`src/rtl/dpram_burst_arbiter.sv`:
```
// Purpose : round-robin, non-preemptive arbiter sharing one single-word RAM
//           port between two burst requesters (R0, R1).
// Latency : req -> gnt 1 cycle (IDLE -> GRANT); first beat the cycle after gnt;
//           read data returns RD_LAT cycles after its beat address.
// Backpressure: none inside a burst; a requester simply waits (req held) until
//           gnt. Bursts start at most every len+3 cycles.
//
// Ports:
//   clk, rst_n              clock, synchronous active-low reset
//   reqX/weX/addrX/lenX     burst request and parameters (sampled with gntX)
//   wdataX                  write data for the current beat (consumed on wbeatX)
//   gntX, wbeatX, doneX     grant pulse, write-beat strobe, burst-complete pulse
//   rdata, rvalidX          shared read return data, per-requester valid
//   busy                    high in GRANT or BURST
//   mem_we/addr/din/dout    single-word RAM port
module dpram_burst_arbiter #(
  parameter int DATA_WIDTH    = 8,
  parameter int ADDR_WIDTH    = 6,
  parameter int MAX_BURST_LEN = 4,
  parameter int RD_LAT        = 2,
  localparam int LEN_W = (MAX_BURST_LEN > 1) ? $clog2(MAX_BURST_LEN) : 1
) (
  input  logic                  clk,
  input  logic                  rst_n,
  input  logic                  req0,
  input  logic                  req1,
  input  logic                  we0,
  input  logic                  we1,
  input  logic [ADDR_WIDTH-1:0] addr0,
  input  logic [ADDR_WIDTH-1:0] addr1,
  input  logic [LEN_W-1:0]      len0,
  input  logic [LEN_W-1:0]      len1,
  input  logic [DATA_WIDTH-1:0] wdata0,
  input  logic [DATA_WIDTH-1:0] wdata1,
  output logic                  gnt0,
  output logic                  gnt1,
  output logic                  wbeat0,
  output logic                  wbeat1,
  output logic [DATA_WIDTH-1:0] rdata,
  output logic                  rvalid0,
  output logic                  rvalid1,
  output logic                  done0,
  output logic                  done1,
  output logic                  busy,
  output logic                  mem_we,
  output logic [ADDR_WIDTH-1:0] mem_addr,
  output logic [DATA_WIDTH-1:0] mem_din,
  input  logic [DATA_WIDTH-1:0] mem_dout
);

  typedef enum logic [1:0] {S_IDLE, S_GRANT, S_BURST} state_t;

  state_t                state_q, state_d;
  logic                  ptr_q, ptr_d;       // 0: R0 has priority on a tie
  logic                  owner_q, owner_d;
  logic                  we_q, we_d;
  logic [ADDR_WIDTH-1:0] base_q, base_d;
  logic [LEN_W-1:0]      len_q, len_d;
  logic [LEN_W-1:0]      beat_q, beat_d;
  logic [ADDR_WIDTH-1:0] mem_addr_q, mem_addr_d;
  logic [DATA_WIDTH-1:0] mem_din_q, mem_din_d;
  logic [1:0]            wdone_q, wdone_d;   // per-requester write-complete pulse

  // Read-tag shift pipeline: bit 0 is the newest entry, bit RD_LAT-1 lines up
  // with mem_dout for the beat that pushed it.
  logic [RD_LAT-1:0]     tag_vld_q, tag_vld_d;
  logic [RD_LAT-1:0]     tag_own_q, tag_own_d;
  logic [RD_LAT-1:0]     tag_last_q, tag_last_d;

  logic                  push_vld;
  logic                  push_last;
  logic                  last_beat;
  logic [ADDR_WIDTH-1:0] beat_addr;
  logic [DATA_WIDTH-1:0] owner_wdata;
  logic                  out_vld;
  logic                  out_own;
  logic                  out_last;

  assign beat_addr   = base_q + ADDR_WIDTH'(beat_q);   // wraps modulo 2^ADDR_WIDTH
  assign owner_wdata = owner_q ? wdata1 : wdata0;
  assign last_beat   = (beat_q == len_q);
  assign out_vld     = tag_vld_q[RD_LAT-1];
  assign out_own     = tag_own_q[RD_LAT-1];
  assign out_last    = tag_last_q[RD_LAT-1];
  assign rdata       = mem_dout;

  always_comb begin
    state_d    = state_q;
    ptr_d      = ptr_q;
    owner_d    = owner_q;
    we_d       = we_q;
    base_d     = base_q;
    len_d      = len_q;
    beat_d     = beat_q;
    mem_addr_d = mem_addr_q;
    mem_din_d  = mem_din_q;
    wdone_d    = 2'b00;
    push_vld   = 1'b0;
    push_last  = 1'b0;

    gnt0     = 1'b0;
    gnt1     = 1'b0;
    wbeat0   = 1'b0;
    wbeat1   = 1'b0;
    mem_we   = 1'b0;
    mem_addr = mem_addr_q;
    mem_din  = mem_din_q;

    case (state_q)
      S_IDLE: begin
        if (req0 || req1) begin
          // Tie goes to the pointer; a lone request wins outright.
          owner_d = (req0 && req1) ? ptr_q : req1;
          state_d = S_GRANT;
        end
      end
      S_GRANT: begin
        gnt0    = ~owner_q;
        gnt1    = owner_q;
        we_d    = owner_q ? we1 : we0;
        base_d  = owner_q ? addr1 : addr0;
        len_d   = owner_q ? len1 : len0;
        beat_d  = '0;
        ptr_d   = ~owner_q;
        state_d = S_BURST;
      end
      S_BURST: begin
        mem_we     = we_q;
        mem_addr   = beat_addr;
        mem_din    = owner_wdata;
        mem_addr_d = beat_addr;
        mem_din_d  = owner_wdata;
        wbeat0     = we_q & ~owner_q;
        wbeat1     = we_q & owner_q;
        push_vld   = ~we_q;
        push_last  = last_beat;
        if (last_beat) begin
          state_d = S_IDLE;
          if (we_q) wdone_d[owner_q] = 1'b1;
        end else begin
          beat_d = beat_q + LEN_W'(1);
        end
      end
      default: state_d = S_IDLE;
    endcase

    tag_vld_d  = (tag_vld_q << 1)  | RD_LAT'(push_vld);
    tag_own_d  = (tag_own_q << 1)  | RD_LAT'(owner_q & push_vld);
    tag_last_d = (tag_last_q << 1) | RD_LAT'(push_last & push_vld);
  end

  assign busy    = (state_q != S_IDLE);
  assign rvalid0 = out_vld & ~out_own;
  assign rvalid1 = out_vld & out_own;
  assign done0   = wdone_q[0] | (rvalid0 & out_last);
  assign done1   = wdone_q[1] | (rvalid1 & out_last);

  always_ff @(posedge clk) begin
    if (!rst_n) begin
      state_q    <= S_IDLE;
      ptr_q      <= 1'b0;
      owner_q    <= 1'b0;
      we_q       <= 1'b0;
      base_q     <= '0;
      len_q      <= '0;
      beat_q     <= '0;
      mem_addr_q <= '0;
      mem_din_q  <= '0;
      wdone_q    <= 2'b00;
      tag_vld_q  <= '0;
      tag_own_q  <= '0;
      tag_last_q <= '0;
    end else begin
      state_q    <= state_d;
      ptr_q      <= ptr_d;
      owner_q    <= owner_d;
      we_q       <= we_d;
      base_q     <= base_d;
      len_q      <= len_d;
      beat_q     <= beat_d;
      mem_addr_q <= mem_addr_d;
      mem_din_q  <= mem_din_d;
      wdone_q    <= wdone_d;
      tag_vld_q  <= tag_vld_d;
      tag_own_q  <= tag_own_d;
      tag_last_q <= tag_last_d;
    end
  end

endmodule

```
`config.mk`:
```
export PLATFORM = sky130hd
export DESIGN_NAME = dpram_burst_arbiter
export DESIGN_NICKNAME = d
export VERILOG_FILES = /design/src/rtl/dpram_burst_arbiter.sv
export SDC_FILE = /design/constraint.sdc
export NUM_CORES = 1
export LEC_CHECK = 0
export CAP_MARGIN = 20
export CELL_PAD_IN_SITES_DETAIL_PLACEMENT = 1
export CELL_PAD_IN_SITES_GLOBAL_PLACEMENT = 1
export CORE_MARGIN = 2
export CORE_UTILIZATION = 32
export DETAILED_ROUTE_END_ITERATION = 10
export PLACE_DENSITY_LB_ADDON = 0.1
export SLEW_MARGIN = 10
export SYNTH_ARGS = -nofsm -noshare
export SYNTH_HDL_FRONTEND = slang
export SYNTH_SLANG_ARGS = --single-unit
```
`constraint.sdc`:
```
create_clock -name clk -period 4.5 [get_ports clk]
set_clock_uncertainty 0.05 [all_clocks]
set_input_delay 0.45 -clock clk [delete_from_list [all_inputs] [get_ports clk]]
set_output_delay 0.45 -clock clk [all_outputs]
set_load 0.1 [all_outputs]
```
==> run_results.csv, run 1 <==
group,metric,value,unit
global_route,grt_max_degree,36,
clocking,ctsHoldBuffers,0,
routing,drtIter0Drc,20,
sta,fin_setup_tns,0,ns
sta,slew_viol_final,0,
min_path,hold_path_class,"reg2reg",
worst_setup_path,start_kind,"flop",
global_route,grt_usage,0.139,
worst_setup_path,reg2reg_setup_slack,2.83,ns
clocking,clk_pin_slew,0.07,ns
clocking,cts_sinks,37,
yosys,ys_seq_elements,37,
finish,seqCellArea,741,µm²
yosys,synth_ff_type,"dfxtp_1",
routing,via_count,1527,
routing,viasPerCell,4.80,
clocking,tritoncts,"done",
routing,drcViolationCount,0,
finish,multi_input_area,893,µm²
floorplan,start_util,0.328,
yosys,ys_warn_count,0,
pwr,pwr-share-clk,0.274,
sta,slew_headroom,0.343,
finish,final_cell_mix,"clkdlybuf4s50_1 (61), dfxtp_1 (37), nor2_1 (26)",
placed_design,routabilityCongestion,0.765,
floorplan,top_level_ports,78,
worst_setup_path,r2r-start,"beat_q[0]",
clocking,postCtsResizedCells,0,
routing,ant_nets,0,
worst_setup_path,ff2ff_path_depth,4,
min_path,min_to,"tag_own_q[1]",
floorplan,die_w,78.7,µm
pwr,power,921,µW
finish,area_delta_synth_final,38.6,%
yosys,synth_top_area_share,0.415,
placed_design,dpl.hpwl,3.01,mm
sta,hold_viol,0,
global_route,grt_pass1_wl,6.78,mm
pwr,combPwrFrac,0.327,
worst_setup_path,crit_arrival,2.84,ns
clocking,cts_buffers,5,
yosys,ys_top_cells_by_area,"dfxtp_1 (42%), mux2i_1 (10%), a211oi_1 (8.0%)",
pwr,sw_frac_of_total,0.365,
yosys,yosysUniqueCellTypes,35,
clocking,clock_path_buffers,2,
pwr,irDropWorstVdd,0.148,mV
floorplan,fp.dieH,78.7,µm
yosys,synth-seq-area-share,0.415,
pwr,pwr-share-seq,0.399,
yosys,synth_edf_count,0,
finish,layout-drive-gt1-share,0.0691,
yosys,syn_inst,196,
worst_setup_path,required,4.00,ns
sta,finalCriticalPeriod,3.34,ns
routing,first_pass_iters,4,
routing,wire_per_inst,12.9,µm
sta,fin_crit_sh,0.743,
yosys,synth.largest_area_cell,"dfxtp_1",
global_route,gr-total-overflow,0,
finish,final_util,0.455,
finish,nets,294,
min_path,hold_start,"tag_own_q[0]",
floorplan,std_cell_rows,27,
global_route,antenna_found_initial,0,
sta,worst-slew-pin-transition,0.982,ns
worst_setup_path,setup.worst_path.end_class,"primary output",
worst_setup_path,criticalPathCategory,"reg2out",
floorplan,dieArea,0.00619,mm²
placed_design,portBuffers,61,
clocking,htreeDepth,2,
finish,fillCellCount,657,
pwr,powerDensity,372,mW/mm²
sta,max_freq,299,MHz
pwr,p_leak,0.000910,µW
finish,final_common_cell,"clkdlybuf4s50_1",
worst_setup_path,rr_endpoint,"mem_addr_q[1]",
yosys,syn-cell-area,0.00178,mm²
yosys,synth.net_count,245,
global_route,first_global_vias,1466,
run,maxCapViolations,0,
routing,wirelength,4.09,mm
worst_setup_path,cp_max_fo,6,
floorplan,core_area,0.00544,mm²
sta,rsz0062_at_grt,"false",
yosys,synthArstFlopShare,0,
clocking,cts-root-buf,"clkbuf_8",
outcome,status,"completed",
clocking,clk_latency,0.28,ns
min_path,hold-path-cell-count,1,
pwr,power.switching,336,µW
clocking,postCtsSetupRepairBufs,0,
yosys,syn-mean-instance-area,9.10,µm²
pwr,internal_power,585,µW
sta,setup_viol_count_final,0,
finish,antenna_cells,0,
Yosys cell counts, types with 2 or more instances:
library cell	count
dfxtp_1	37
nor2_1	26
a211oi_1	19
mux2i_1	18
a21oi_1	13
buf_4	11
and2_1	8
buf_2	8
inv_1	5
nand2_1	5
nand3_1	4
nor2b_1	4
nor3_1	4
nor4_1	3
o21ai_0	3
xnor2_1	3
a31oi_1	2
buf_1	2
ha_1	2
mux2_4	2
nand2b_1	2
o211ai_1	2
final cells by class:
cell class	instances	share of cell area
clock buffer	7	0.0389
clock inverter	1	0.00202
inverter	6	0.00910
multi-input combinational	132	0.361
sequential	37	0.299
tap	72	0.0364
timing repair buffer	63	0.253
routing by layer:
layer	vias to the layer above	wire, µm	track usage	share of wire
li1	781	-	-	-
met1	683	1830	0.161	0.45
met2	55	1860	0.230	0.46
met3	8	312	0.0506	0.076
met4	0	84	0.0614	0.021
met5	-	0	0	0
registers in the layout, summed over array words and instances (netlist names):
register / count
base_q: 6
owner_q: 1
tag_own_q: 2
we_q: 1
mem_din_q: 8
ptr_q: 1
tag_vld_q: 2
len_q: 2
state_q: 2
wdone_q: 2
mem_addr_q: 6
beat_q: 2
tag_last_q: 2
worst max-delay path, stage by stage, from the launching register on:
cell and delay, ns:
dfxtp_1 0.47, ha_1 0.28, a21oi_1 0.26, o21ai_0 0.18, a31oi_1 0.21, clkdlybuf4s50_1 1.15
power groups by stage:
stage                     sequential [µW]  combinational [µW]  clock, µW
after floorplan                       367                 260          0
after global placement                375                 303          0
after detailed placement              376                 304          0
after CTS                             368                 305        260
after global routing                  372                 321        275
final                                 368                 301        252
stage by stage:
step / cells / worst slack (ns) / instance area (µm²) / hold WS [ns]
after floorplan: 196 / 0.959 / 1780 / 0.362
after global placement: 310 / 1.51 / 2370 / 0.366
after detailed placement: 310 / 1.48 / 2370 / 0.370
after CTS: 318 / 1.14 / 2470 / 0.387
after global routing: 318 / 0.982 / 2470 / 0.408
final: 318 / 1.16 / 2470 / 0.385
cells by family after synthesis:
group	Yosys count	synth area share
compound gates	46	0.178
buf+inv	27	0.0856
xor+xnor	4	0.0196
flops	37	0.415
fa+ha+maj	3	0.0252
mux	20	0.118
simple gates	59	0.158
worst max path at each step:
| stage | from | to | slack, ns | depth (start not counted) |
|---|---|---|---|---|
| after floorplan | beat_q[1] | mem_addr[5] | 0.96 | 4 |
| after global placement | beat_q[1] | mem_addr[3] | 1.51 | 5 |
| after detailed placement | beat_q[1] | mem_addr[3] | 1.48 | 5 |
| after CTS | beat_q[1] | mem_addr[3] | 1.14 | 5 |
| after global routing | beat_q[1] | mem_addr[3] | 0.98 | 5 |
| final | beat_q[1] | mem_addr[3] | 1.16 | 5 |
Power figures use the tool's default switching activity.
==> run 2: changes to the inputs <==
--- a/config.mk
+++ b/config.mk
@@ -9,7 +9,7 @@
 export CELL_PAD_IN_SITES_DETAIL_PLACEMENT = 1
 export CELL_PAD_IN_SITES_GLOBAL_PLACEMENT = 1
 export CORE_MARGIN = 2
-export CORE_UTILIZATION = 32
+export CORE_UTILIZATION = 30
 export DETAILED_ROUTE_END_ITERATION = 10
 export PLACE_DENSITY_LB_ADDON = 0.1
 export SLEW_MARGIN = 10
==> constraint.sdc (replaced) <==
create_clock -name clk -period 3.5 [get_ports clk]
set_clock_uncertainty 0.05 [all_clocks]
set_input_delay 0.35 -clock clk [delete_from_list [all_inputs] [get_ports clk]]
set_output_delay 0.35 -clock clk [all_outputs]
set_load 0.1 [all_outputs]
==> run 2 against run 1 <==
Flip-flop and latch count unchanged. Largest power group unchanged. Clock power up 12%. Global-route usage down 0.81 points. Core utilization down 4.2 points. Hold slack better by 0.00083 ns. Power up 23%. Critical path depth unchanged. Highest routed layer unchanged. Critical path type unchanged. Via count up 1.8%.
==> run_results.csv, run 2 (synthesized netlist as in run 1, its figures left out) <==
group,metric,value,unit
floorplan,core_area,0.00585,mm²
routing,via_count,1554,
finish,area_delta_synth_final,35.4,%
clocking,htreeDepth,2,
worst_setup_path,start_kind,"flop",
routing,wirelength,4.14,mm
finish,largest_reg_flops,8,
floorplan,fp.dieH,81.1,µm
worst_setup_path,reg2reg_setup_slack,1.65,ns
clocking,clock_path_buffers,2,
floorplan,dieArea,0.00658,mm²
clocking,tritoncts,"done",
finish,final_common_cell,"clkdlybuf4s50_1",
sta,fin_crit_sh,0.752,
sta,rsz0062_at_grt,"false",
clocking,cts_buffers,5,
global_route,grt_pass1_wl,6.69,mm
worst_setup_path,setup.worst_path.end_class,"primary output",
finish,final_cells,322,
worst_setup_path,criticalPathCategory,"reg2out",
worst_setup_path,ff2ff_path_depth,4,
global_route,first_global_vias,1440,
routing,drtIter0Drc,42,
sta,setup_viol_count_final,0,
worst_setup_path,critPathLaunch,"state_q[1]",
placed_design,routabilityCongestion,0.712,
clocking,postCtsResizedCells,0,
floorplan,die_w,81.1,µm
run,maxCapViolations,0,
sta,slew_viol_final,0,
clocking,clk_latency,0.28,ns
routing,drcViolationCount,0,
clocking,cts-root-buf,"clkbuf_8",
global_route,grt_max_degree,28,
placed_design,dpl.hpwl,3.12,mm
global_route,gr-total-overflow,0,
routing,wire_per_inst,12.9,µm
finish,layout-drive-gt1-share,0.138,
pwr,irDropWorstVdd,0.142,mV
routing,viasPerCell,4.83,
floorplan,start_util,0.305,
worst_setup_path,cp_max_fo,21,
routing,ant_nets,0,
sta,finalCriticalPeriod,2.63,ns
sta,fin_setup_tns,0,ns
sta,holdWs,0.386,ns
finish,final_cell_mix,"clkdlybuf4s50_1 (42), dfxtp_1 (37), nor2_1 (26)",
worst_setup_path,r2r-start,"state_q[1]",
finish,nets,295,
pwr,p_leak,0.000935,µW
pwr,powerDensity,471,mW/mm²
routing,first_pass_iters,4,
clocking,postCtsSetupRepairBufs,0,
floorplan,std_cell_rows,28,
sta,worst-slew-pin-transition,0.966,ns
min_path,hold-path-cell-count,1,
sta,setup_ws,0.869,ns
worst_setup_path,rr_endpoint,"mem_addr_q[4]",
clocking,clk_pin_slew,0.07,ns
pwr,power,1140,µW
finish,antenna_cells,0,
outcome,status,"completed",
sta,slew_headroom,0.354,
global_route,antenna_found_initial,0,
global_route,grt_usage,0.131,
worst_setup_path,required,3.10,ns
sta,max_freq,380,MHz
finish,regMostFlops,"mem_din_q",
finish,reg_top3,"mem_din_q x8, base_q x6, mem_addr_q x6",
placed_design,portBuffers,61,
floorplan,top_level_ports,78,
clocking,ctsHoldBuffers,0,
placed_design,dpl_worst_slack,1.20,ns
worst_setup_path,crit_arrival,2.23,ns
placed_design,dp.cells,314,
clocking,cts_sinks,37,
min_path,hold_path_class,"reg2reg",
worst_setup_path,endpoint,"mem_addr[3]",
sta,hold_viol,0,
run 2: worst min path at each step:
stage / slack [ns] / startpoint / to
floorplan: 0.36 / tag_last_q[0] / tag_last_q[1]
global placement: 0.37 / tag_last_q[0] / tag_last_q[1]
detailed placement: 0.37 / tag_last_q[0] / tag_last_q[1]
CTS: 0.39 / tag_last_q[0] / tag_last_q[1]
global route: 0.41 / tag_own_q[0] / tag_own_q[1]
finish: 0.39 / tag_own_q[0] / tag_own_q[1]
run 2: final cells by class:
class	count	area, µm²
Fill cell	689	3430
Multi-Input combinational cell	132	893
Sequential cell	37	741
Timing Repair Buffer	64	586
Tap cell	75	93.8
Clock buffer	8	80.1
Inverter	6	22.5
run 2: metal layers:
metal / share of wire / vias up / track usage / routed length [µm]
met3: 0.074 / 5 / 0.0389 / 306
met1: 0.46 / 718 / 0.161 / 1920
li1: - / 781 / - / -
met4: 0.013 / 0 / 0.0559 / 52
met2: 0.45 / 50 / 0.212 / 1870
met5: 0 / - / 0 / 0
run 2: power by group:
part / switching [µW] / internal (µW)
sequential: 23.7 / 449
clock: 141 / 141
combinational: 263 / 119
total: 427 / 710
run 2: stage by stage:
step	util	instance area, µm²
3_5_place_dp	0.399	2340
3_3_place_gp	0.399	2340
4_1_cts	0.413	2420
2_1_floorplan	-	1780
5_1_grt	0.413	2420
6_report	0.413	2420
run 2: worst max-delay path, cell delays in order (launching register included):
cell,delay (ns)
dfxtp_1,0.38
nor2b_2,0.67
buf_4,0.35
nor2_1,0.09
a31oi_1,0.15
buf_4,0.31
